==> src/rtl/oserdes_stream_tx.sv <==
// Multi-lane output serializer for the SdramXdr PHY test models.
// Parallel words arrive on a valid/ready interface and wait in a holding
// register. They move into a shifter that emits one bit per lane per CLK
// cycle. The holding register refills on the edge where the shifter loads,
// so back-to-back words stream with no idle cycle between them.
// A gap that follows a word sets a sticky UNDERRUN flag.
module oserdes_stream_tx #(
    parameter int   LANES     = 4,
    parameter int   RATIO     = 8,
    parameter bit   MSB_FIRST = 1'b0,
    parameter logic INIT_OQ   = 1'b0,
    parameter logic INIT_TQ   = 1'b1
) (
    input  logic                   CLK,
    input  logic                   RST_N,
    input  logic                   IN_VALID,
    output logic                   IN_READY,
    input  logic [LANES*RATIO-1:0] IN_DATA,
    input  logic [LANES-1:0]       IN_T,
    output logic [LANES-1:0]       OQ,
    output logic [LANES-1:0]       TQ,
    output logic                   WORD_START,
    output logic                   BUSY,
    output logic                   UNDERRUN,
    input  logic                   CLR_UNDERRUN
);

    localparam int CNT_W = (RATIO > 1) ? $clog2(RATIO) : 1;
    localparam logic [CNT_W-1:0] LAST_CNT = CNT_W'(RATIO - 1);

    logic [LANES*RATIO-1:0] hold_data;
    logic [LANES-1:0]       hold_t;
    logic                   hold_valid;

    logic [LANES*RATIO-1:0] sh_data;
    logic [LANES-1:0]       sh_t;
    logic                   active;
    logic [CNT_W-1:0]       cnt;

    logic                   underrun_q;

    logic                   end_word;
    logic                   load;
    logic                   handshake;
    logic [CNT_W-1:0]       bit_idx;
    logic [RATIO-1:0]       lane_word [LANES];

    // The shifter takes the held word when it is idle or on its last bit.
    // IN_READY depends only on registered state, never on IN_VALID.
    always_comb begin
        end_word  = active && (cnt == LAST_CNT);
        load      = hold_valid && (!active || end_word);
        IN_READY  = !hold_valid || load;
        handshake = IN_VALID && IN_READY;
    end

    // The holding register captures IN_* only on a handshake. It empties
    // when its word moves into the shifter and no new word replaces it.
    always_ff @(posedge CLK or negedge RST_N) begin
        if (!RST_N) begin
            hold_valid <= 1'b0;
            hold_data  <= '0;
            hold_t     <= '0;
        end else if (handshake) begin
            hold_valid <= 1'b1;
            hold_data  <= IN_DATA;
            hold_t     <= IN_T;
        end else if (load) begin
            hold_valid <= 1'b0;
        end
    end

    // The shifter walks cnt through 0..RATIO-1 for each word. It then
    // either chains straight into the next held word or drops back to idle.
    always_ff @(posedge CLK or negedge RST_N) begin
        if (!RST_N) begin
            sh_data <= '0;
            sh_t    <= '0;
            active  <= 1'b0;
            cnt     <= '0;
        end else if (load) begin
            sh_data <= hold_data;
            sh_t    <= hold_t;
            active  <= 1'b1;
            cnt     <= '0;
        end else if (end_word) begin
            active  <= 1'b0;
            cnt     <= '0;
        end else if (active) begin
            cnt     <= cnt + 1'b1;
        end
    end

    // The underrun flag is sticky. If a set and a clear land on the same
    // edge, the set wins so that the event is not lost.
    always_ff @(posedge CLK or negedge RST_N) begin
        if (!RST_N) begin
            underrun_q <= 1'b0;
        end else if (end_word && !load) begin
            underrun_q <= 1'b1;
        end else if (CLR_UNDERRUN) begin
            underrun_q <= 1'b0;
        end
    end

    // Lane outputs are decoded from the shifter registers only. Reset clears
    // the active flag, so the idle levels appear as soon as reset asserts.
    always_comb begin
        bit_idx = MSB_FIRST ? (LAST_CNT - cnt) : cnt;
        for (int l = 0; l < LANES; l++) begin
            lane_word[l] = sh_data[l*RATIO +: RATIO];
            if (active) begin
                OQ[l] = lane_word[l][bit_idx];
                TQ[l] = sh_t[l];
            end else begin
                OQ[l] = INIT_OQ;
                TQ[l] = INIT_TQ;
            end
        end
        WORD_START = active && (cnt == '0);
        BUSY       = active;
        UNDERRUN   = underrun_q;
    end

endmodule

==> config.mk <==
export PLATFORM = sky130hd
export DESIGN_NAME = oserdes_stream_tx
export DESIGN_NICKNAME = d
export VERILOG_FILES = /design/src/rtl/oserdes_stream_tx.sv
export SDC_FILE = /design/constraint.sdc
export NUM_CORES = 1
export LEC_CHECK = 0
export BUFFER_PORTS_ARGS = -buffer_cell sky130_fd_sc_hd__buf_2
export CAP_MARGIN = 20
export CORE_MARGIN = 4
export CORE_UTILIZATION = 35
export CTS_BUF_LIST = sky130_fd_sc_hd__clkbuf_4 sky130_fd_sc_hd__clkbuf_8
export CTS_CLUSTER_DIAMETER = 50
export DETAILED_ROUTE_END_ITERATION = 8
export PLACE_DENSITY_LB_ADDON = 0.12
export SYNTH_ARGS = -nofsm -noshare
export SYNTH_HDL_FRONTEND = slang
export SYNTH_SLANG_ARGS = --single-unit
==> constraint.sdc <==
create_clock -name CLK -period 4.1 [get_ports CLK]
set_clock_uncertainty 0.05 [all_clocks]
set_input_delay 0.82 -clock CLK [delete_from_list [all_inputs] [get_ports CLK]]
set_output_delay 0.82 -clock CLK [all_outputs]
set_load 0.1 [all_outputs]
==> out/qor.txt <==
Setup CP Type: register to primary output
Most frequent cells in the layout: dfrtp_1 (78), buf_2 (50), mux2_2 (46)
Fraction of layout cells with a size suffix above 1: 57.78%
Status: complete, no violations
Total Wirelength: 5974 um
TritonCTS sink count: 78
Hold_buf cts: 0
HPWL after DPL: 3815 um
Drt pass-1 iters: 4
Worst hold path class: primary input to async pin
Post-cts repair resize count: 0
Num CTS Buffers: 9
GRT overflow: 0
Critical path data arrival time: 2.26 ns
Worst-Skew Late Latency: 0.35 ns
# rows: 35
Sw power: 1.454 mW
Core region area: 0.009415 sq mm
Register area share after synthesis: 56.54%
Sw Share: 39.26%
Largest net degree at the start of global routing: 79
H-tree depth: 3
Vias per cell: 4.629
Cell-internal power: 2.250 mW
Port Buffers: 51
Met1 usage: 15.48%
Global-route wire length before repair: 10120 um
GRT Total Usage: 11.45%
Hold_ws: 0.3885 ns
Tmin final: 3.132 ns
Die Height: 107.3 um
Final Max Slew Viols: 0
Critical path endpoint category: primary output
Maximum VDD drop: 0.5628 mV
Diode count: 0
GPL Wtd Cong: 0.6396
# DRC: 0
Chip Width: 107.3 um
Routed vias: 1847
Leading cell type in the layout, fill and taps excluded: dfrtp_1
Synth warn: 0
Vias in the first global route: 1973
Cells after Synth: 212
TNS Setup: 0 ns
Final hold viol count: 0
Leakage Power: 1.895 nW
Filler instances: 894
I/O pins: 52
Max clock buf depth: 2
Worst-path maximum fanout: 15
Die ar.: 0.01152 sq mm
Critical Path Source Type: register
Pwr dens: 917.1 mW/mm^2
Final cycle utilization of the critical path: 76.39%
Most Crowded Layer GR: met2
Flop pwr share: 38.2%
GR Util met2: 16.80%
Netlist Area Pre-Place: 0.003452 sq mm
Setup Buffers After CTS: 0
Final core occ: 42.90%
Avg Cell Area, Syn: 16.28 sq um
Wire per inst: 14.97 um
DRT antenna net count: 0
Final Setup Violations: 0
Syn-to-layout area delta: 17.00%
Comb pwr share: 42.9%
RSZ-0062 raised after global routing: false
Syn nets: 255
Clk network pwr share: 18.9%
CP required: 3.23 ns
Flops & latches, synth: 78
Unique cell type count in the Yosys netlist: 26
Clk root buf: clkbuf_8
Max-cap violations: 0
Antenna violations before repair: 0
Worst slew pin tran: 0.6607 ns
Fmax: 0.3193 GHz
Reg clk slew, reported paths: 0.08 ns
Initial Util: 36.66%
Nets: 308
DR iter-0 viols: 59
TritonCTS clock tree: built
Slew HR: 55.95%
Met3 GRT Util: 4.439%
power by group through the flow:
stage / clock [mW] / combinational, mW / sequential, mW
floorplan: 0 / 1.49 / 1.32
global placement: 0 / 1.58 / 1.44
detailed placement: 0 / 1.61 / 1.44
CTS: 0.722 / 1.61 / 1.43
global route: 0.754 / 1.69 / 1.48
finish: 0.700 / 1.59 / 1.41
state kept, by name, summed over array words and instances, names as in the netlist:
name,flops
BUSY,1
hold_data,32
sh_t,4
UNDERRUN,1
hold_valid,1
hold_t,4
sh_data,32
bit_idx,3
per-stage QoR:
step / setup WS [ns] / cells / power (mW) / instance area, sq um
2_1_floorplan: 0.3817 / 212 / 2.802 / 3477
3_3_place_gp: 1.310 / 382 / 3.024 / 3775
3_5_place_dp: 1.282 / 382 / 3.049 / 3775
4_1_cts: 0.8939 / 398 / 3.764 / 4019
5_1_grt: 0.8059 / 399 / 3.929 / 4039
6_report: 0.9680 / 399 / 3.704 / 4039
synthesized netlist by cell type, drive strengths merged:
library cell,instances,share of area (%)
nor2b,1,0.18
a311oi,4,1.0
inv,3,0.33
o21ai,5,0.72
mux2,76,28
nand2,6,1.3
nand3b,1,0.58
o22ai,1,0.18
nand2b,7,1.3
ha,3,1.1
clkbuf,2,0.25
mux4,4,2.6
nor2,6,0.65
a22o,1,0.25
mux2i,4,1.2
or2b,1,0.22
o31ai,1,0.22
buf,8,3.3
dfrtp,78,57
metal layers:
layer  up-vias  part of all wire, %
li1        866                    -
met1       934                   49
met5         -                    0
met3         6                  5.4
met2        41                   44
met4         0                  1.4
cells by family (layout without fill, tap and decap cells):
family	after synthesis	after routing	synth area share (%)
buffers and inverters	13	71	3.842
AOI/OAI and AO/OA	12	12	2.392
adders and majority gates	3	3	1.087
and+or+nand+nor	22	22	4.313
DFF	78	78	56.54
muxes	84	84	31.82
worst max-delay path: stages, from the launching register on:
cell and delay (ns):
dfrtp_1 0.77, mux2_2 0.28, o21ai_0 0.08, a311oi_2 0.31, buf_2 0.48
final cells by class:
type	instances	area, sq um	area share (%)
tap	129	161.4	3.996
multi-input combinational	121	1393	34.48
clock buffer	9	123.9	3.067
sequential	78	1952	48.33
timing repair buffer	52	277.8	6.877
clock inverter	7	120.1	2.974
inverter	3	11.26	0.2788
worst paths after layout:
check                           start       endpoint  slack, ns  depth (start not counted)
max                        bit_idx[2]          OQ[3]       0.97                          4
min                             RST_N      hold_t[0]       0.39                          1
max reg2reg                bit_idx[1]     sh_data[0]       1.78                          5
min reg2reg                   sh_t[2]        sh_t[2]       0.45                          1
max in group asynchronous       RST_N  hold_data[23]       3.02                          2
min in group CLK              sh_t[2]        sh_t[2]       0.45                          1
(Power assumes the default switching activity.)
